## src/rtl/mul_pkg.sv

```systemverilog
// Shared definitions for the iterative multiplier: ALU op codes for the
// RV32M/RV64M multiply group, the control state encoding and a decode helper.
package mul_pkg;

    localparam logic [4:0] ALUC_MUL    = 5'b01001;
    localparam logic [4:0] ALUC_MULH   = 5'b01010;
    localparam logic [4:0] ALUC_MULHSU = 5'b01011;
    localparam logic [4:0] ALUC_MULHU  = 5'b01100;

    typedef enum logic [1:0] {
        IDLE = 2'd0,
        CALC = 2'd1,
        FIX  = 2'd2,
        DONE = 2'd3
    } state_e;

    // True for the four codes this unit executes.
    function automatic logic is_mul(input logic [4:0] aluc);
        return (aluc == ALUC_MUL)    || (aluc == ALUC_MULH) ||
               (aluc == ALUC_MULHSU) || (aluc == ALUC_MULHU);
    endfunction

endpackage

```

## src/rtl/mul_iter_unit_if.sv

```systemverilog
// Request/result bundle of the iterative multiplier.
// Handshake: a request moves on a rising edge where valid_i && ready_o (and no
// flush); a result moves on a rising edge where valid_o && result_ready_i.
// result_o is only meaningful while valid_o is high. state_o is a debug view
// of the control state.
interface mul_iter_unit_if #(
    parameter int XLEN = 32
);
    import mul_pkg::*;

    logic            valid_i;
    logic [4:0]      aluc_i;
    logic [XLEN-1:0] operand_ra_i;
    logic [XLEN-1:0] operand_rb_i;
    logic            ready_o;
    logic            flush_i;
    logic            valid_o;
    logic            result_ready_i;
    logic [XLEN-1:0] result_o;
    logic            busy_o;
    state_e          state_o;

    // Requester / consumer side.
    modport master (
        output valid_i, aluc_i, operand_ra_i, operand_rb_i, flush_i, result_ready_i,
        input  ready_o, valid_o, result_o, busy_o, state_o
    );

    // Multiplier side.
    modport slave (
        input  valid_i, aluc_i, operand_ra_i, operand_rb_i, flush_i, result_ready_i,
        output ready_o, valid_o, result_o, busy_o, state_o
    );

endinterface

```

## src/rtl/mul_digit_step.sv

```systemverilog
// One radix-2^BPC shift-add step: acc_o = acc_i + (mag_a_i * digit_i) << (BPC*k_i).
// Purely combinational; the caller owns all state.
module mul_digit_step #(
    parameter int XLEN = 32,
    parameter int BPC  = 4,
    parameter int KW   = 4
) (
    input  logic [2*XLEN-1:0] acc_i,
    input  logic [XLEN-1:0]   mag_a_i,
    input  logic [BPC-1:0]    digit_i,
    input  logic [KW-1:0]     k_i,
    output logic [2*XLEN-1:0] acc_o
);

    localparam int PW  = XLEN + BPC;
    localparam int SHW = $clog2(2 * XLEN);

    logic [PW-1:0]     prod;
    logic [SHW-1:0]    shamt;
    logic [2*XLEN-1:0] addend;

    // Partial product of one multiplier digit, aligned to its digit position.
    always_comb begin
        prod   = {{BPC{1'b0}}, mag_a_i} * {{XLEN{1'b0}}, digit_i};
        shamt  = SHW'(k_i) * SHW'(BPC);
        addend = {{(XLEN - BPC){1'b0}}, prod} << shamt;
        acc_o  = acc_i + addend;
    end

endmodule

```

## src/rtl/mul_iter_unit.sv

```systemverilog
// Iterative multiplier for MUL/MULH/MULHSU/MULHU. Operands are reduced to
// magnitudes on accept, the magnitude product is built BPC multiplier bits per
// cycle, and the sign is applied once at the end before the requested half is
// registered onto result_o.
module mul_iter_unit
    import mul_pkg::*;
#(
    parameter int XLEN = 32,
    parameter int BPC  = 4
) (
    input  logic           clk_i,
    input  logic           rst_i,
    mul_iter_unit_if.slave bus
);

    localparam int ITER = XLEN / BPC;
    localparam int CW   = $clog2(ITER) + 1;

    state_e            state_q, state_d;
    logic [4:0]        op_q, op_d;
    logic [XLEN-1:0]   mag_a_q, mag_a_d;
    logic [XLEN-1:0]   b_q, b_d;
    logic              neg_q, neg_d;
    logic [2*XLEN-1:0] acc_q, acc_d;
    logic [CW-1:0]     cnt_q, cnt_d;
    logic [XLEN-1:0]   result_q, result_d;

    logic              a_signed, b_signed;
    logic              neg_a, neg_b;
    logic [XLEN-1:0]   mag_a_in, mag_b_in;
    logic              accept;
    logic              hi_sel;
    logic [2*XLEN-1:0] acc_step;
    logic [2*XLEN-1:0] acc_fix;

    // Request decode: signedness per op, operand magnitudes and accept strobe.
    always_comb begin
        a_signed = (bus.aluc_i == ALUC_MULH) || (bus.aluc_i == ALUC_MULHSU);
        b_signed = (bus.aluc_i == ALUC_MULH);
        neg_a    = a_signed & bus.operand_ra_i[XLEN-1];
        neg_b    = b_signed & bus.operand_rb_i[XLEN-1];
        mag_a_in = neg_a ? (~bus.operand_ra_i + XLEN'(1)) : bus.operand_ra_i;
        mag_b_in = neg_b ? (~bus.operand_rb_i + XLEN'(1)) : bus.operand_rb_i;
        accept   = (state_q == IDLE) && bus.valid_i && !bus.flush_i && is_mul(bus.aluc_i);
    end

    mul_digit_step #(
        .XLEN (XLEN),
        .BPC  (BPC),
        .KW   (CW)
    ) u_step (
        .acc_i   (acc_q),
        .mag_a_i (mag_a_q),
        .digit_i (b_q[BPC-1:0]),
        .k_i     (cnt_q),
        .acc_o   (acc_step)
    );

    // Sign fix-up of the full-width product and selection of the wanted half.
    always_comb begin
        hi_sel  = (op_q != ALUC_MUL);
        acc_fix = neg_q ? (~acc_q + (2*XLEN)'(1)) : acc_q;
    end

    // Next-state logic for control and datapath; flush overrides everything.
    always_comb begin
        state_d  = state_q;
        op_d     = op_q;
        mag_a_d  = mag_a_q;
        b_d      = b_q;
        neg_d    = neg_q;
        acc_d    = acc_q;
        cnt_d    = cnt_q;
        result_d = result_q;
        case (state_q)
            IDLE: begin
                if (accept) begin
                    state_d = CALC;
                    op_d    = bus.aluc_i;
                    mag_a_d = mag_a_in;
                    b_d     = mag_b_in;
                    neg_d   = neg_a ^ neg_b;
                    acc_d   = '0;
                    cnt_d   = '0;
                end
            end
            CALC: begin
                acc_d = acc_step;
                b_d   = b_q >> BPC;
                cnt_d = cnt_q + CW'(1);
                if (cnt_q == CW'(ITER - 1)) begin
                    state_d = FIX;
                end
            end
            FIX: begin
                acc_d    = acc_fix;
                result_d = hi_sel ? acc_fix[2*XLEN-1:XLEN] : acc_fix[XLEN-1:0];
                state_d  = DONE;
            end
            DONE: begin
                if (bus.result_ready_i) begin
                    state_d = IDLE;
                end
            end
            default: state_d = IDLE;
        endcase
        if (bus.flush_i) begin
            state_d = IDLE;
        end
    end

    // State, operand, accumulator and result registers.
    always_ff @(posedge clk_i or negedge rst_i) begin
        if (!rst_i) begin
            state_q  <= IDLE;
            op_q     <= '0;
            mag_a_q  <= '0;
            b_q      <= '0;
            neg_q    <= 1'b0;
            acc_q    <= '0;
            cnt_q    <= '0;
            result_q <= '0;
        end else begin
            state_q  <= state_d;
            op_q     <= op_d;
            mag_a_q  <= mag_a_d;
            b_q      <= b_d;
            neg_q    <= neg_d;
            acc_q    <= acc_d;
            cnt_q    <= cnt_d;
            result_q <= result_d;
        end
    end

    // Status outputs decoded from the state register.
    always_comb begin
        bus.ready_o  = (state_q == IDLE);
        bus.valid_o  = (state_q == DONE);
        bus.busy_o   = (state_q != IDLE);
        bus.result_o = result_q;
        bus.state_o  = state_q;
    end

endmodule

```

## src/flat_wrapper.sv

```systemverilog
// flat-port wrapper written by rule: the top's interface ports become plain ports
module mul_iter_unit_flat import mul_pkg::*;
#(
    parameter int XLEN = 32,
    parameter int BPC  = 4
)
  (clk_i, rst_i, bus_valid_i, bus_aluc_i, bus_operand_ra_i, bus_operand_rb_i, bus_flush_i, bus_result_ready_i, bus_ready_o, bus_valid_o, bus_result_o, bus_busy_o, bus_state_o);
  mul_iter_unit_if #(.XLEN(XLEN)) bus_i ();
  input  logic clk_i;
  input  logic rst_i;
  input wire logic [$bits(bus_i.valid_i)-1:0] bus_valid_i;
  input wire logic [$bits(bus_i.aluc_i)-1:0] bus_aluc_i;
  input wire logic [$bits(bus_i.operand_ra_i)-1:0] bus_operand_ra_i;
  input wire logic [$bits(bus_i.operand_rb_i)-1:0] bus_operand_rb_i;
  input wire logic [$bits(bus_i.flush_i)-1:0] bus_flush_i;
  input wire logic [$bits(bus_i.result_ready_i)-1:0] bus_result_ready_i;
  output wire logic [$bits(bus_i.ready_o)-1:0] bus_ready_o;
  output wire logic [$bits(bus_i.valid_o)-1:0] bus_valid_o;
  output wire logic [$bits(bus_i.result_o)-1:0] bus_result_o;
  output wire logic [$bits(bus_i.busy_o)-1:0] bus_busy_o;
  output wire logic [$bits(bus_i.state_o)-1:0] bus_state_o;
  assign bus_i.valid_i = bus_valid_i;
  assign bus_i.aluc_i = bus_aluc_i;
  assign bus_i.operand_ra_i = bus_operand_ra_i;
  assign bus_i.operand_rb_i = bus_operand_rb_i;
  assign bus_i.flush_i = bus_flush_i;
  assign bus_i.result_ready_i = bus_result_ready_i;
  assign bus_ready_o = bus_i.ready_o;
  assign bus_valid_o = bus_i.valid_o;
  assign bus_result_o = bus_i.result_o;
  assign bus_busy_o = bus_i.busy_o;
  assign bus_state_o = bus_i.state_o;
  mul_iter_unit #(.XLEN(XLEN), .BPC(BPC)) u_core (.clk_i(clk_i), .rst_i(rst_i), .bus(bus_i));
endmodule
```

## config.mk

```make
export PLATFORM = sky130hd
export DESIGN_NAME = mul_iter_unit_flat
export DESIGN_NICKNAME = d
export VERILOG_FILES = /design/src/rtl/mul_pkg.sv /design/src/rtl/mul_iter_unit_if.sv /design/src/rtl/mul_digit_step.sv /design/src/rtl/mul_iter_unit.sv /design/src/flat_wrapper.sv
export SDC_FILE = /design/constraint.sdc
export NUM_CORES = 1
export LEC_CHECK = 0
export CORE_ASPECT_RATIO = 0.9
export CORE_MARGIN = 2
export CORE_UTILIZATION = 45
export DETAILED_ROUTE_END_ITERATION = 10
export HOLD_SLACK_MARGIN = 0.03
export PLACE_DENSITY_LB_ADDON = 0.2
export SLEW_MARGIN = 0
export SYNTH_ARGS = -nofsm -noshare
export SYNTH_HDL_FRONTEND = slang
export SYNTH_SLANG_ARGS = --single-unit
```

## constraint.sdc

```tcl
create_clock -name clk_i -period 7.3 [get_ports clk_i]
set_clock_uncertainty 0.05 [all_clocks]
set_input_delay 1.46 -clock clk_i [delete_from_list [all_inputs] [get_ports clk_i]]
set_output_delay 1.46 -clock clk_i [all_outputs]
set_load 0.005 [all_outputs]
```

Yosys cells after proc, flatten, opt, wreduce, memory -nomap -nowiden:

Index checks and enable logic that the tools add are counted.

* add/sub/neg operators: 5
* $mul: 1
* div/mod/pow operators: 0
* $lt $le $gt $ge: 0
* equality and inequality tests: 13
* shift-type cells: 1
* multiplexer cells: 15
* bitwise operators: 6
* reductions and logical operators: 16

Operator list (count)
* one-hot mux 64 bit (3 select lines): 1
* two-way mux 32 bit: 4
* two-way mux 64 bit: 2
* adder 32 x 1 -> 32 bit, second input constant: 2
* adder 64 x 1 -> 64 bit, second input constant: 1
* adder 64 bit: 1
* inverter 32 bit: 2
* inverter 64 bit: 1
* one-hot mux 32 bit (2 select lines): 1
* << shifter 36 x 6 -> 64 bit: 1
* multiplier 32 x 4 -> 36 bit: 1
* == test 5 x 4 -> 1 bit, second input constant: 4
* two-way mux 2 bit: 4
* one-hot mux 2 bit (4 select lines): 1
* one-hot mux 4 bit (2 select lines): 1
* inequality test 3 x 2 -> 1 bit, second input constant: 2
* AND reduction 2 bit: 3
* inequality test 5 x 4 -> 1 bit, second input constant: 1
* adder 4 x 1 -> 4 bit, second input constant: 1
* == test 2 bit, second input constant: 2
* == test 4 x 3 -> 1 bit, second input constant: 1
* logical OR 1 bit: 4
* two-way mux 4 bit: 1
* nonzero test 2 bit: 2
* other kinds (10): 13

* register bits: 172
* bits in latches: 0
* bits in writable memories: 0
* memory bits (read-only): 0
* input bits: 74
* output and inout port bits: 37
* word-level logic and storage cells: 65
* memories: 0

Depth between registers and ports, before layout:

Gate-level depths: netlist of the first run.

* word-level depth: 8
* gate-level depth with buffers: 31
* mapped depth without buffers: 27

Cells and area by module:

Synthesis of the first run repeated with hierarchy kept, for this count alone.

* cells, all modules: 2786
* area total of the unflattened synthesis: 21189.1 sq um

By module, submodules not included
* mul_iter_unit: times used 1, cells each 1350, area an instance 11278.3 sq um, seq. area each 4304.1 sq um
* mul_digit_step: times used 1, cells each 1436, area an instance 9910.8 sq um, seq. area each 0.0 sq um

Worst setup path before layout of the first run:

OpenSTA, ideal clock, no wires.

* path kind: reg2reg
* from: register u_core.b_q[3]
* to: register u_core.acc_q[62]
* library setup time: 0.136 ns
* data arrival time: 6.727 ns
* data required time: 7.114 ns
* path slack: 0.387 ns
* stages on the path, launching flop included: 28
* buffers on the path: 1
* period minus slack after synthesis: 6.913 ns
* cell sequence: dfrtp_1 -> clkbuf_1 -> nand2_1 -> fa_1 -> inv_1 -> fa_1 -> fa_1 -> a21o_1 -> a21oi_1 -> o21ai_0 -> a311oi_1 -> o31ai_1 -> o21ai_0 -> mux2i_1 -> nor2_1 -> mux4_2 -> a21o_1 -> ha_1 -> a21oi_1 -> o21bai_1 -> a221oi_1 -> o21ai_0 -> a221oi_1 -> o31ai_1 -> a41oi_1 -> o21ai_0 -> mux2i_1 -> o21ai_0

* word-level cells in the longest chain between the ends: 4

RTL lines
* start, declared: line mul_iter_unit.sv:22 `logic [XLEN-1:0] b_q, b_d;`
* start signal, assigned: line mul_iter_unit.sv:118 `b_q <= '0;`
* start signal, assigned: line mul_iter_unit.sv:127 `b_q <= b_d;`
* multiplier 32 x 4 -> 36 bit: line mul_digit_step.sv:24 `prod = {{BPC{1'b0}}, mag_a_i} * {{XLEN{1'b0}}, digit_i};`
* << shifter 36 x 6 -> 64 bit: line mul_digit_step.sv:26 `addend = {{(XLEN - BPC){1'b0}}, prod} << shamt;`
* adder 64 bit: line mul_digit_step.sv:27 `acc_o = acc_i + addend;`
* one-hot mux 64 bit (3 select lines): line mul_iter_unit.sv:75 `case (state_q)`
* end signal, assigned: line mul_iter_unit.sv:120 `acc_q <= '0;`
* end signal, assigned: line mul_iter_unit.sv:129 `acc_q <= acc_d;`
* end, declared: line mul_iter_unit.sv:24 `logic [2*XLEN-1:0] acc_q, acc_d;`

No other way between the ends.
A chain may end at the register's enable or synchronous reset.

Worst setup path after layout of the first run:

* from: register u_core.b_q[3]
* to: register u_core.acc_q[47]

The elaborated chain is that of the path after synthesis.

==> results of run 1 <==
## registers in the layout (all words and copies together), names as in the netlist
name	flops
u_core.bus.result_o	32
u_core.b_q	32
u_core.neg_q	1
u_core.op_q	5
u_core.mag_a_q	32
u_core.bus.state_o	2
u_core.acc_q	64
u_core.cnt_q	4
## kinds of logic after synthesis
group                    Yosys count  share of synthesized area [%]
flip-flops                       172                          21.01
AND/OR/NAND/NOR                  931                          21.72
adder cells (fa/ha/maj)          177                          13.04
multiplexers                      48                          2.858
AO/OA/AOI/OAI                    856                          26.14
buffers and inverters            354                          6.485
XOR/XNOR                         203                          8.745
## worst min path at each step
stage	end	cells after the start	slack (ps)	from
floorplan	u_core.op_q[3]	1	390	u_core.op_q[3]
global placement	u_core.op_q[3]	1	400	u_core.op_q[3]
detailed placement	u_core.op_q[3]	1	410	u_core.op_q[3]
CTS	u_core.op_q[3]	1	430	u_core.op_q[3]
global route	u_core.op_q[4]	1	450	u_core.op_q[4]
finish	u_core.op_q[3]	1	420	u_core.op_q[3]
## power groups by stage
stage               combinational (mW)  sequential, mW  clock (mW)
CTS                               7.04            1.33       0.935
floorplan                         3.96            1.29           0
finish                            7.38            1.34       0.927
global placement                  6.92            1.34           0
global route                      8.04            1.37       0.977
detailed placement                6.99            1.35           0
## layout make-up
type                    count  area, um2  share of cell area (%)
flip-flops and latches    172       4305                   17.32
inverters                 194      728.2                   2.929
clock inverters            14      133.9                  0.5385
repair buffers            386       3228                   12.98
multi-input cells        2215      15280                   61.46
clock buffers              17      425.4                   1.711
well taps                 608      760.7                   3.060
## placed cells by master (no fill, tap or decap), drive strengths merged, types with 6 or more instances in the layout
cell and count:
a22oi 17, and2 107, fa 61, mux2 14, nor3b 6, nand4 33
nor2b 10, o22ai 13, inv 199, o21ai 252, o21a 21, o211ai 32
nand3 49, or2 21, a221oi 7, o21bai 23, and3 24, xor2 100
o221ai 30, ha 116, a21o 66, xnor2 102, nor3 50, nor4 18
nor2 185, mux4 7, o41ai 13, buf 277, o31ai 35, a211oi 14
or3 30, nand2 354, mux2i 27, a21oi 248, or4 12, nand2b 15
clkdlybuf4s50 109, a31oi 22, clkbuf 17, dfrtp 172
## what timing repair did
action	CTS	global route
buffers inserted	0	9
setup endpoints to repair	20	31
pin swaps	0	20
gates cloned	0	0
resized for setup	10	101
## Yosys cell counts (13+ instances only)
cell type	n	area, um2
nor2_1	185	694.4
mux2_2	14	157.7
o21ai_0	245	1226
or3_1	28	175.2
or2_2	18	112.6
nand2b_1	15	93.84
nand2_1	354	1329
nand3_1	49	245.2
mux2i_1	27	270.3
o221ai_1	30	262.8
and2_1	107	669.4
a21o_1	66	495.5
nor4_1	15	93.84
o211ai_1	32	240.2
o31ai_1	33	247.7
inv_1	192	720.7
a21oi_1	248	1241
nor3_1	50	250.2
o21bai_1	23	172.7
o22ai_1	13	81.33
dfrtp_1	172	4304
clkbuf_1	145	544.3
nand4_1	33	206.5
fa_1	61	1221
a22oi_1	17	127.6
buf_1	15	56.30
ha_1	116	1451
a211oi_1	14	105.1
o21a_1	21	157.7
xnor2_1	102	893.4
xor2_1	100	875.8
a31oi_1	22	137.6
and3_1	24	150.1
## critical path: cells and delay by family (launching register included)
kind | cells | cell delay (ps)
compound gates | 14 | 2300
fa+ha+maj | 4 | 1650
buf+inv | 9 | 1160
xor+xnor | 2 | 560
simple gates | 3 | 530
flops | 1 | 400
mux | 1 | 130
## metrics by stage
stage                     instance area [um2]  worst slack, ps  instances  utilization [%]
after CTS                               24430           -19.14       3597            54.07
after detailed placement                23840           -428.8       3566            52.76
after global placement                  23840           -322.7       3566            52.76
after floorplan                         20490            386.6       2741                -
after global routing                    24860           -98.58       3606            55.02
final                                   24860            321.5       3606            55.02
## per-layer routing
layer,wire (um),vias to the layer above
met5,0,-
met4,2363,0
met3,3925,107
met2,32760,647
met1,32490,10070
li1,-,10170
==> flow_metrics.env, run 1 <==
export IMPL_status="finished clean"
export IMPL_crit_start="u_core.b_q[3]"
export IMPL_numCtsBuffers=17
export IMPL_place_gp_congestion=0.9609
export IMPL_setup_violations_final=0
export IMPL_rrSetupSlack_ps=320
export IMPL_ant_nets=0
export IMPL_ctsHoldBuffers=0
export IMPL_grt_use_met1_pct=40.76
export IMPL_gr_max_usage_layer="met2"
export IMPL_gr_usage_met2_pct=49.70
export IMPL_avgRoutedWirePerCell_um=19.84
export IMPL_cts_tree="built"
export IMPL_syn_area_um2=20490
export IMPL_sw_frac_of_total_pct=49.91
export IMPL_synthToLayoutAreaGrowth_pct=21.34
export IMPL_seqPwrFrac_pct=13.9
export IMPL_io_pins=111
export IMPL_maxSlewViolCount=0
export IMPL_p_leak_nw=11.35
export IMPL_end_kind="flop"
export IMPL_grt_antenna_before_repair=0
export IMPL_fp_dieW_um=228.9
export IMPL_syn_avg_cell_area_um2=7.475
export IMPL_fmax_mhz=143.3
export IMPL_placementRows=74
export IMPL_p_int_mw=4.828
export IMPL_r2r_start="u_core.b_q[3]"
export IMPL_ys_seq_area_share_pct=21.01
export IMPL_firstDrtPassIters=7
export IMPL_totalWireLength_mm=71.53
export IMPL_synthFlopType="dfrtp_1"
export IMPL_drt_iter0_markers=1657
export IMPL_synthArstFlopShare_pct=100.0
export IMPL_clock_latency_ps=480
export IMPL_fillers=4384
export IMPL_crit_end="u_core.acc_q[47]"
export IMPL_arrival_ps=7250
export IMPL_p_clk_share_pct=9.6
export IMPL_period_needed_ps=6979
export IMPL_syn_nets=2992
export IMPL_nets=3237
export IMPL_grt_max_degree=78
export IMPL_switching_power_mw=4.812
export IMPL_holdCritPathClass="flop to flop"
export IMPL_setup_tns_ps=0
export IMPL_grt_pass1_wl_mm=112.9
export IMPL_die_h_um=206.4
export IMPL_worstSetupStartpointType="flop"
export IMPL_rsz0062_at_grt="yes"
export IMPL_power_density_nw_per_um2=387.8
export IMPL_holdWs_ps=424.1
export IMPL_drive_above_1_share_pct=14.91
export IMPL_cts_root_buf="clkbuf_16"
export IMPL_hold_viol=0
export IMPL_yosysWarnings=0
export IMPL_ys_seq_elements=172
export IMPL_maxCapViolCount=0
export IMPL_critical_path_class="flop to flop"
export IMPL_tightest_slew_ps=976.0
export IMPL_numClockSinks=172
export IMPL_crit_path_top_delay_cell="fa_1"
export IMPL_viasPerCell=5.821
export IMPL_ir_drop_mv=0.2224
export IMPL_dieArea_um2=47250
export IMPL_worst_endpoint_required_ps=7570
export IMPL_clkTransAtPathRegs_ps=80
export IMPL_met3_usage_pct=4.539
export IMPL_syn_inst=2741
export IMPL_slew_headroom_pct=34.44
export IMPL_grt_pass1_vias=20410
export IMPL_core_region_area_um2=45180
export IMPL_combPwrFrac_pct=76.5
export IMPL_synth_edf_count=0
export IMPL_cp_max_fo=33
export IMPL_overflow=0
export IMPL_dr_total_vias=20990
export IMPL_r2r_end="u_core.acc_q[47]"
export IMPL_dp_hpwl_mm=57.08
export IMPL_p_total_mw=9.640
export IMPL_clk_path_buf_depth=2
export IMPL_ys_types=83
export IMPL_cts_max_level=4
export IMPL_drc=0
export IMPL_reg2reg_depth=33
export IMPL_worst_path_most_repeated_cell="buf_4"
export IMPL_timing_final_crit_share_pct=95.60
export IMPL_portBuffers=110
export IMPL_slowest_delay_ps=540
export IMPL_grt_usage_pct=30.28
export IMPL_initial_utilization_pct=45.35
export IMPL_antenna_cells=0
Power figures use the tool's default switching activity.
==> run 2: changes to the inputs <==
SYNTH_HIERARCHICAL = 1   (was unset)
==> flow_metrics.env, run 2 <==
export IMPL_status="finished, violations left"
export IMPL_violations="negative setup slack"
export IMPL_ys_types=95
export IMPL_dieArea_um2=48840
export IMPL_ys_seq_elements=172
export IMPL_placementRows=75
export IMPL_end_kind="flop"
export IMPL_cp_max_fo=6
export IMPL_overflow=0
export IMPL_syn_nets=3034
export IMPL_avgRoutedWirePerCell_um=22.04
export IMPL_grt_antenna_before_repair=1
export IMPL_drc=0
export IMPL_cts_tree="built"
export IMPL_slowest_delay_ps=550
export IMPL_dp_hpwl_mm=63.10
export IMPL_fmax_mhz=136.9
export IMPL_clkTransAtPathRegs_ps=80
export IMPL_grt_max_degree=78
export IMPL_synth_area_leaders="dfrtp_1 (20%), ha_1 (6.7%), fa_1 (5.8%)"
export IMPL_tightest_slew_ps=1055
export IMPL_ir_drop_mv=0.2899
export IMPL_grt_pass1_vias=21980
export IMPL_synthArstFlopShare_pct=100.0
export IMPL_holdCritPathClass="flop to flop"
export IMPL_fp_dieW_um=232.7
export IMPL_grt_usage_pct=33.46
export IMPL_syn_avg_cell_area_um2=7.606
export IMPL_synth_edf_count=0
export IMPL_place_ws_ps=-758.3
export IMPL_synthFlopType="dfrtp_1"
export IMPL_dr_total_vias=23080
export IMPL_yosysTopAreaCell="dfrtp_1"
export IMPL_arrival_ps=7690
export IMPL_yosysWarnings=6
export IMPL_hp_start="u_core/op_q[3]"
export IMPL_synth_most_common_cell="nand2_1"
export IMPL_ctsHoldBuffers=0
export IMPL_ys_seq_area_share_pct=20.31
export IMPL_nets=3356
export IMPL_initial_utilization_pct=45.52
export IMPL_die_h_um=209.9
export IMPL_rsz0062_at_grt="yes"
export IMPL_r2r_start="u_core/b_q[3]"
export IMPL_syn_area_um2=21190
export IMPL_numClockSinks=172
export IMPL_syn_inst=2786
export IMPL_critical_path_class="flop to flop"
export IMPL_setup_violations_final=1
export IMPL_final_cell_mix="buf_4 (356), nand2_1 (255), o21ai_0 (194), inv_1 (184), a21oi_1 (180)"
export IMPL_worstSetupStartpointType="flop"
export IMPL_netlist_area_leader_share_pct=20.31
export IMPL_viasPerCell=6.175
export IMPL_crit_start="u_core/b_q[3]"
export IMPL_totalWireLength_mm=82.35
export IMPL_cts_root_buf="clkbuf_16"
export IMPL_layout_commonest_cell="buf_4"
export IMPL_power_density_nw_per_um2=515.9
export IMPL_maxCapViolCount=0
export IMPL_p_leak_nw=12.34
export IMPL_numCtsBuffers=17
export IMPL_largest_reg_flops=64
export IMPL_antenna_cells=0
export IMPL_io_pins=111
export IMPL_crit_path_top_delay_cell="fa_1"
export IMPL_timing_final_crit_share_pct=100.0
export IMPL_slew_headroom_pct=29.62
export IMPL_period_needed_ps=7303
export IMPL_drive_above_1_share_pct=21.50
export IMPL_worst_path_most_repeated_cell="a211o_1"
export IMPL_portBuffers=110
export IMPL_place_gp_congestion=1.020
export IMPL_ys_top_cells_by_count="nand2_1 (263), o21ai_0 (222), a21oi_1 (211)"
export IMPL_drt_iter0_markers=2421
export IMPL_hold_viol=0
export IMPL_synthToLayoutAreaGrowth_pct=28.20
export IMPL_firstDrtPassIters=5
export IMPL_grt_pass1_wl_mm=127.1
export IMPL_max_flop_register="u_core/acc_q"
export IMPL_worst_endpoint_required_ps=7680
export IMPL_clock_latency_ps=510
export IMPL_cts_max_level=4
export IMPL_holdWs_ps=429.5
export IMPL_setup_tns_ps=-2.682
export IMPL_fin_ws_ps=-2.682
export IMPL_clk_path_buf_depth=2
export IMPL_maxSlewViolCount=0
export IMPL_core_region_area_um2=46540
export IMPL_ant_nets=0
export IMPL_fillers=4360
==> run 2: cell types whose count changed after synthesis, sizes merged, moves of 16 or more <==
cell / previous run / this run
o31a: 5 / 22
xor2: 100 / 69
nand2: 354 / 263
nor3: 50 / 70
clkbuf: 145 / 165
nand3: 49 / 65
o21ai: 252 / 227
o22ai: 13 / 45
a21oi: 248 / 211
xnor2: 102 / 119
==> run 2: per-stage QoR <==
| stage | total power [mW] | util (%) | cell area, um2 | instances |
|---|---|---|---|---|
| 4_1_cts | 12.51 | 55.63 | 25890 | 3700 |
| 6_report | 14.01 | 58.36 | 27160 | 3737 |
| 3_3_place_gp | 11.00 | 53.34 | 24830 | 3650 |
| 5_1_grt | 14.86 | 58.36 | 27160 | 3737 |
| 3_5_place_dp | 11.07 | 53.34 | 24830 | 3650 |
| 2_1_floorplan | 6.744 | - | 21190 | 2786 |
==> run 2: what timing repair did <==
action	CTS	global route
endpoints found under the setup margin	21	27
gates resized for setup	69	212
cloned	1	1
setup buffers	17	38
pin swaps	34	112
==> run 2: final timing paths <==
kind	to	depth (start not counted)	slack [ps]
max	u_core/acc_q[61]	31	-3
max in group asynchronous	u_core/neg_q	2	5050
min in group asynchronous	u_core/b_q[16]	1	830
max reg2reg	u_core/acc_q[61]	31	-3
min	u_core/op_q[3]	1	430
min reg2reg	u_core/op_q[3]	1	430
==> run 2: critical path, delay by kind of cell (launching register included) <==
family	cells	cell delay [ps]
AOI/OAI and AO/OA	13	3290
muxes	2	390
and+or+nand+nor	4	370
buffers and inverters	6	650
adders and majority gates	4	1670
DFF	1	500
xor gates and xnor gates	2	290
==> run 2: kinds of logic after synthesis <==
logic type | synth area share (%)
buffers and inverters | 6.968
and+or+nand+nor | 21.71
DFF | 20.31
AOI/OAI and AO/OA | 27.75
xor gates and xnor gates | 7.771
adders and majority gates | 12.44
muxes | 3.053
==> run 2: layer usage <==
layer	routed length, um	up-vias	track usage (%)	part of all wire (%)
met4	1571	2	7.380	1.9
met3	7460	96	8.043	9.1
met2	35100	955	48.98	43
met1	38200	11320	49.56	46
met5	13	-	0	0.016
li1	-	10710	-	-
==> run 2: area by class of cell <==
| class | instances | area, um2 | share of cell area, % |
|---|---|---|---|
| clock buffers | 18 | 439.2 | 1.617 |
| clock inverters | 14 | 168.9 | 0.6218 |
| inverters | 203 | 762.0 | 2.805 |
| multi-input cells | 2225 | 16630 | 61.23 |
| flip-flops and latches | 172 | 4309 | 15.86 |
| well taps | 616 | 770.7 | 2.837 |
| repair buffers | 489 | 4081 | 15.03 |
==> run 2: where the power goes <==
group          switching, mW  total [mW]  internal (mW)
clock network          0.492       0.989          0.497
logic                   6.35        11.5           5.11
registers              0.323        1.56           1.24
==> run 3: changes to the inputs <==
==> constraint.sdc (replaced) <==
create_clock -name clk_i -period 7.4 [get_ports clk_i]
set_clock_uncertainty 0.05 [all_clocks]
set_input_delay 1.48 -clock clk_i [delete_from_list [all_inputs] [get_ports clk_i]]
set_output_delay 1.48 -clock clk_i [all_outputs]
set_load 0.1 [all_outputs]
==> flow_metrics.env, run 3 (same netlist as run 2, synthesis figures left out) <==
export IMPL_worst_path_most_repeated_cell="buf_4"
export IMPL_grt_pass1_wl_mm=126.7
export IMPL_switching_power_mw=7.639
export IMPL_grt_usage_pct=33.52
export IMPL_synthToLayoutAreaGrowth_pct=27.88
export IMPL_crit_start="u_core/b_q[1]"
export IMPL_hold_viol=0
export IMPL_critical_path_class="flop to flop"
export IMPL_placementRows=75
export IMPL_sw_frac_of_total_pct=53.82
export IMPL_clock_latency_ps=500
export IMPL_io_pins=111
export IMPL_timing_final_crit_share_pct=98.96
export IMPL_drive_above_1_share_pct=20.61
export IMPL_worstSetupStartpointType="flop"
export IMPL_p_total_mw=14.19
export IMPL_final_cell_mix="buf_4 (355), nand2_1 (258), o21ai_0 (196), inv_1 (188), a21oi_1 (183)"
export IMPL_p_int_mw=6.555
export IMPL_slowest_delay_ps=590
export IMPL_slew_headroom_pct=30.21
export IMPL_core_region_area_um2=46540
export IMPL_totalWireLength_mm=83.86
export IMPL_ant_nets=0
export IMPL_dp_hpwl_mm=64.21
export IMPL_crit_path_top_delay_cell="fa_1"
export IMPL_avgRoutedWirePerCell_um=22.44
export IMPL_viasPerCell=6.222
export IMPL_overflow=0
export IMPL_cts_max_level=4
export IMPL_die_h_um=209.9
export IMPL_cts_tree="built"
export IMPL_largest_reg_flops=64
export IMPL_maxSlewViolCount=0
export IMPL_grt_pass1_vias=21940
export IMPL_holdCritPathClass="flop to flop"
export IMPL_fmax_mhz=136.6
export IMPL_layout_commonest_cell="buf_4"
export IMPL_clkTransAtPathRegs_ps=80
export IMPL_drt_iter0_markers=2702
export IMPL_portBuffers=110
export IMPL_r2r_start="u_core/b_q[1]"
export IMPL_grt_max_degree=78
export IMPL_cp_max_fo=7
export IMPL_power_density_nw_per_um2=523.8
export IMPL_combPwrFrac_pct=82.3
export IMPL_p_leak_nw=12.36
export IMPL_tightest_slew_ps=1036
export IMPL_setup_violations_final=0
export IMPL_p_clk_share_pct=6.8
export IMPL_initial_utilization_pct=45.52
export IMPL_ir_drop_mv=0.2734
export IMPL_end_kind="flop"
export IMPL_cts_root_buf="clkbuf_16"
export IMPL_worst_endpoint_required_ps=7730
export IMPL_numCtsBuffers=17
export IMPL_hp_start="u_core/b_q[18]"
export IMPL_max_flop_register="u_core/acc_q"
export IMPL_fp_dieW_um=232.7
export IMPL_dr_total_vias=23250
export IMPL_dieArea_um2=48840
export IMPL_arrival_ps=7650
export IMPL_period_needed_ps=7323
export IMPL_seqPwrFrac_pct=11.0
export IMPL_drc=0
export IMPL_nets=3355
export IMPL_status="finished clean"
export IMPL_firstDrtPassIters=5
export IMPL_numClockSinks=172
export IMPL_grt_antenna_before_repair=1
export IMPL_rsz0062_at_grt="yes"
export IMPL_fin_util_pct=58.22
export IMPL_maxCapViolCount=0
export IMPL_clk_path_buf_depth=2
export IMPL_place_gp_congestion=1.029
## run 3: cell type report
cell class / count / area (um2)
Timing Repair Buffer: 488 / 4108
Fill cell: 4375 / 19450
Sequential cell: 172 / 4309
Antenna cell: 1 / 2.502
Clock buffer: 19 / 442.9
Inverter: 203 / 762.0
Clock inverter: 13 / 158.9
Multi-Input combinational cell: 2225 / 16540
Tap cell: 616 / 770.7
## run 3: per-layer routing
layer	global-route usage [%]	vias up	part of all wire, %
met5	0	-	0
met4	9.862	0	2.4
met3	8.383	131	9.5
met2	48.35	1075	43
met1	49.06	11360	45
li1	-	10690	-
## run 3: path summary, 6_finish.rpt
check                      cells past startpoint                to  slack, ps
max                                           31  u_core/acc_q[57]         80
min                                            2    u_core/b_q[18]        430
max reg2reg                                   31  u_core/acc_q[57]         80
min reg2reg                                    2    u_core/b_q[18]        430
max in group asynchronous                      2     u_core/b_q[3]       5000
min in group asynchronous                      1    u_core/b_q[16]        900
## run 3: per-stage QoR
step                TNS, ps  hold WS (ps)  setup slack (ps)  std cells  instance area, um2
finish                    0         428.8             77.15       3737               27100
global route         -729.4         447.0            -148.9       3736               27090
CTS                       0         435.0             1.142       3704               25810
detailed placement    -5146         411.5            -509.4       3663               24920
global placement      -5042         400.6            -462.6       3663               24920
floorplan                 0         384.6             504.3       2786               21190
## run 3: what timing repair did
item                                    CTS  global route
resized for setup                        49           205
gates cloned                              0             4
buffers inserted                          9            29
pin swaps                                15           106
hold buffers                              0             0
endpoints found under the setup margin   19            24
## run 3: power by group through the flow
stage	clock network (mW)	registers, mW	logic (mW)
final	0.959	1.56	11.7
after global routing	1.01	1.60	12.4
after CTS	0.978	1.54	10.3
after detailed placement	0	1.55	10.1
after global placement	0	1.54	10.0
after floorplan	0	2.02	5.27
## run 3: critical path: cells and delay by family (launching register included)
kind / cells / cell delay, ps
AOI/OAI and AO/OA: 10 / 2590
xor gates and xnor gates: 2 / 250
buffers and inverters: 8 / 980
DFF: 1 / 500
and+or+nand+nor: 6 / 740
adders and majority gates: 4 / 1610
muxes: 1 / 480
==> variant: new RTL, settings of run 3 <==
`BPC` is set to 4 in 3 places; all go to 2.
--- a/src/rtl/mul_digit_step.sv
+++ b/src/rtl/mul_digit_step.sv
@@ -2,7 +2,7 @@
 // Purely combinational; the caller owns all state.
 module mul_digit_step #(
     parameter int XLEN = 32,
-    parameter int BPC  = 4,
+    parameter int BPC  = 2,
     parameter int KW   = 4
 ) (
     input  logic [2*XLEN-1:0] acc_i,
--- a/src/rtl/mul_iter_unit.sv
+++ b/src/rtl/mul_iter_unit.sv
@@ -6,7 +6,7 @@
     import mul_pkg::*;
 #(
     parameter int XLEN = 32,
-    parameter int BPC  = 4
+    parameter int BPC  = 2
 ) (
     input  logic           clk_i,
     input  logic           rst_i,
--- a/src/flat_wrapper.sv
+++ b/src/flat_wrapper.sv
@@ -2,7 +2,7 @@
 module mul_iter_unit_flat import mul_pkg::*;
 #(
     parameter int XLEN = 32,
-    parameter int BPC  = 4
+    parameter int BPC  = 2
 )
   (clk_i, rst_i, bus_valid_i, bus_aluc_i, bus_operand_ra_i, bus_operand_rb_i, bus_flush_i, bus_result_ready_i, bus_ready_o, bus_valid_o, bus_result_o, bus_busy_o, bus_state_o);
   mul_iter_unit_if #(.XLEN(XLEN)) bus_i ();
Check against the original RTL: not equivalent (Yosys sat finds a counterexample within 10 cycles, from zero or initial values and one cycle with rst_i low).
==> variant against run 3 <==
- routed wire length shrank 5.6%
- synthesized area fell by 4.8%
- critical path depth did not move
- setup slack improved by 0.27 ns
- critical endpoint is now u_core/acc_q[63]
- final area is 14% lower
- sequential cell count grew 1
Power is not compared: it rests on default switching activity, and its combinational part moved more than twofold at a synthesized area within 25%.
==> variant: results (changes against run 3) <==
worst_setup_path:
  arrival_ns: 7.39  # was 7.65 ns
  slowest_stage: "mux4_2"  # was fa_1
  max_stage_delay_ns: 0.51  # was 0.59 ns
  worstPathMaxFanout: 9  # was 7
final_layout:
  top_register: "u_core/acc_q"  # unchanged
  drive_gt1_frac: 0.119  # was 0.206
  final_nets: 2970  # was 3355
  fill_cells: 4380  # was 4375
  antennaDiodeCount: 0  # was 1
  largest_reg_flops: 64  # unchanged
cts:
  ctsHtreeMaxLevel: 4  # unchanged
  cts_buffer_depth: 2  # unchanged
  clk-insertion-delay-late_ns: 0.51
  cts_buffers: 17  # unchanged
  clk_pin_slew_worst_paths_ns: 0.08  # about the same
  clockRootBuffer: "clkbuf_16"  # unchanged
drt:
  vias: 22000  # was 23300
  drt_iter0_markers: 2647  # was 2702
  wl_mm: 79.1  # was 83.9 mm
  drt_pass1_iterations: 8  # was 5
synthesis:
  synth.top_cells.by_area: "dfrtp_1 (21%), ha_1 (6.5%), o21ai_0 (5.8%), a21oi_1 (5.2%), nand2_1 (4.7%)"  # was dfrtp_1 (20%), ha_1 (6.7%), fa_1 (5.8%), o21ai_0 (5.2%), a21oi_1 (5.0%)
  async_flop_share: 1.00  # unchanged
  synth_seq_area_share: 0.215  # was 0.203
  synth_fp_nets: 2848  # was 3034
  synth_adder_area_share: 0.0671  # was 0.124
  synth_xor_area_frac: 0.0796  # was 0.0777
  ys_warn_count: 6  # unchanged
  muxShareOfSynthArea: 0.0392  # was 0.0305
  synthTopCellsByCount: "nand2_1 (251), o21ai_0 (232), nor2_1 (223), a21oi_1 (209), dfrtp_1 (173)"  # was nand2_1 (263), o21ai_0 (222), a21oi_1 (211), inv_1 (200), dfrtp_1 (172)
  synth_compound_area_frac: 0.306  # was 0.277
  ys.flop_type: "dfrtp_1"  # unchanged
  yosysUniqueCellTypes: 121  # was 95
outcome:
  status: "finished clean"  # unchanged
power:
  intPower_mw: 3.57
  p_leak_nw: 10.2
  ir_drop_mv: 0.261
global_routing:
  grt_pass1_wl_mm: 123  # was 127 mm
  antenna_found_initial: 1  # unchanged
  grt_max_degree: 86  # was 78
  grt_usage: 0.342  # was 0.335
  grt_pass1_vias: 20700  # was 21900
placed_design:
  globalplace.congestion: 1.01  # was 1.03
  port_buffers: 110  # unchanged
  dpl.hpwl_mm: 61.4  # was 64.2 mm
sta:
  worst_pin_slew_ns: 1.25  # was 1.04 ns
hold_path:
  min_path_type: "flop to flop"  # unchanged
[variant: path summary, 6_finish.rpt]
| kind | depth (start not counted) | to | slack, ns | from |
|---|---|---|---|---|
| worst max register to register | 31 | u_core/acc_q[63] | 0.35 | u_core/b_q[0] |
| worst max-delay path | 31 | u_core/acc_q[63] | 0.35 | u_core/b_q[0] |
| worst min-delay path | 1 | u_core/op_q[3] | 0.42 | u_core/op_q[3] |
| min in group asynchronous | 1 | u_core/mag_a_q[6] | 0.87 | rst_i |
| worst min register to register | 1 | u_core/op_q[3] | 0.42 | u_core/op_q[3] |
| max in group asynchronous | 2 | u_core/acc_q[22] | 5.05 | rst_i |
[variant: cell type report]
class,instances,share of cell area
clock buffer,18,0.0185
clock inverter,14,0.00749
inverter,81,0.0131
multi-input combinational,2230,0.638
sequential,173,0.187
tap,600,0.0323
timing repair buffer,286,0.104
[variant: timing repair]
action | CTS | global route
setup endpoints to repair | 1 | 14
gates resized for setup | 1 | 29
setup buffers | 0 | 3
pin swaps | 0 | 4
[variant: worst max-delay path, delay by kind of cell, from the launching register on]
kind	cells	cell delay, ns
buffers and inverters	3	0.57
flip-flops	1	0.50
multiplexers	3	0.78
XOR/XNOR	1	0.24
adder cells (fa/ha/maj)	2	0.58
AO/OA/AOI/OAI	19	3.76
AND/OR/NAND/NOR	3	0.44
[variant: metal layers]
| metal | up-vias | GRT usage | part of all wire |
|---|---|---|---|
| met5 | - | 0 | 0.00014 |
| met4 | 2 | 0.0994 | 0.023 |
| met3 | 116 | 0.0792 | 0.094 |
| met2 | 1075 | 0.497 | 0.42 |
| met1 | 10700 | 0.501 | 0.46 |
| li1 | 10100 | - | - |
[variant: power groups by stage]
stage / Clock [mW] / Sequential (mW) / Combinational [mW]
final: 0.973 / 1.43 / 5.46
after global placement: 0 / 1.44 / 5.21
after floorplan: 0 / 1.87 / 2.98
after global routing: 1.02 / 1.46 / 5.82
after detailed placement: 0 / 1.44 / 5.23
after CTS: 0.989 / 1.43 / 5.26
[variant: through the flow]
step	std cells	util	area (sq um)	TNS [ns]	worst slack, ns
5_1_grt	3402	0.526	23200	-0.00717	-0.00717
3_3_place_gp	3367	0.508	22500	0	0.0577
4_1_cts	3399	0.522	23100	0	0.0370
2_1_floorplan	2667	-	20200	0	1.10
3_5_place_dp	3367	0.508	22500	0	0.0451
6_report	3402	0.526	23200	0	0.350
[variant: kinds of logic after synthesis]
logic type	Yosys count
simple gates	950
compound gates	921
buf+inv	264
xor+xnor	180
flops	173
fa+ha+maj	107
mux	72
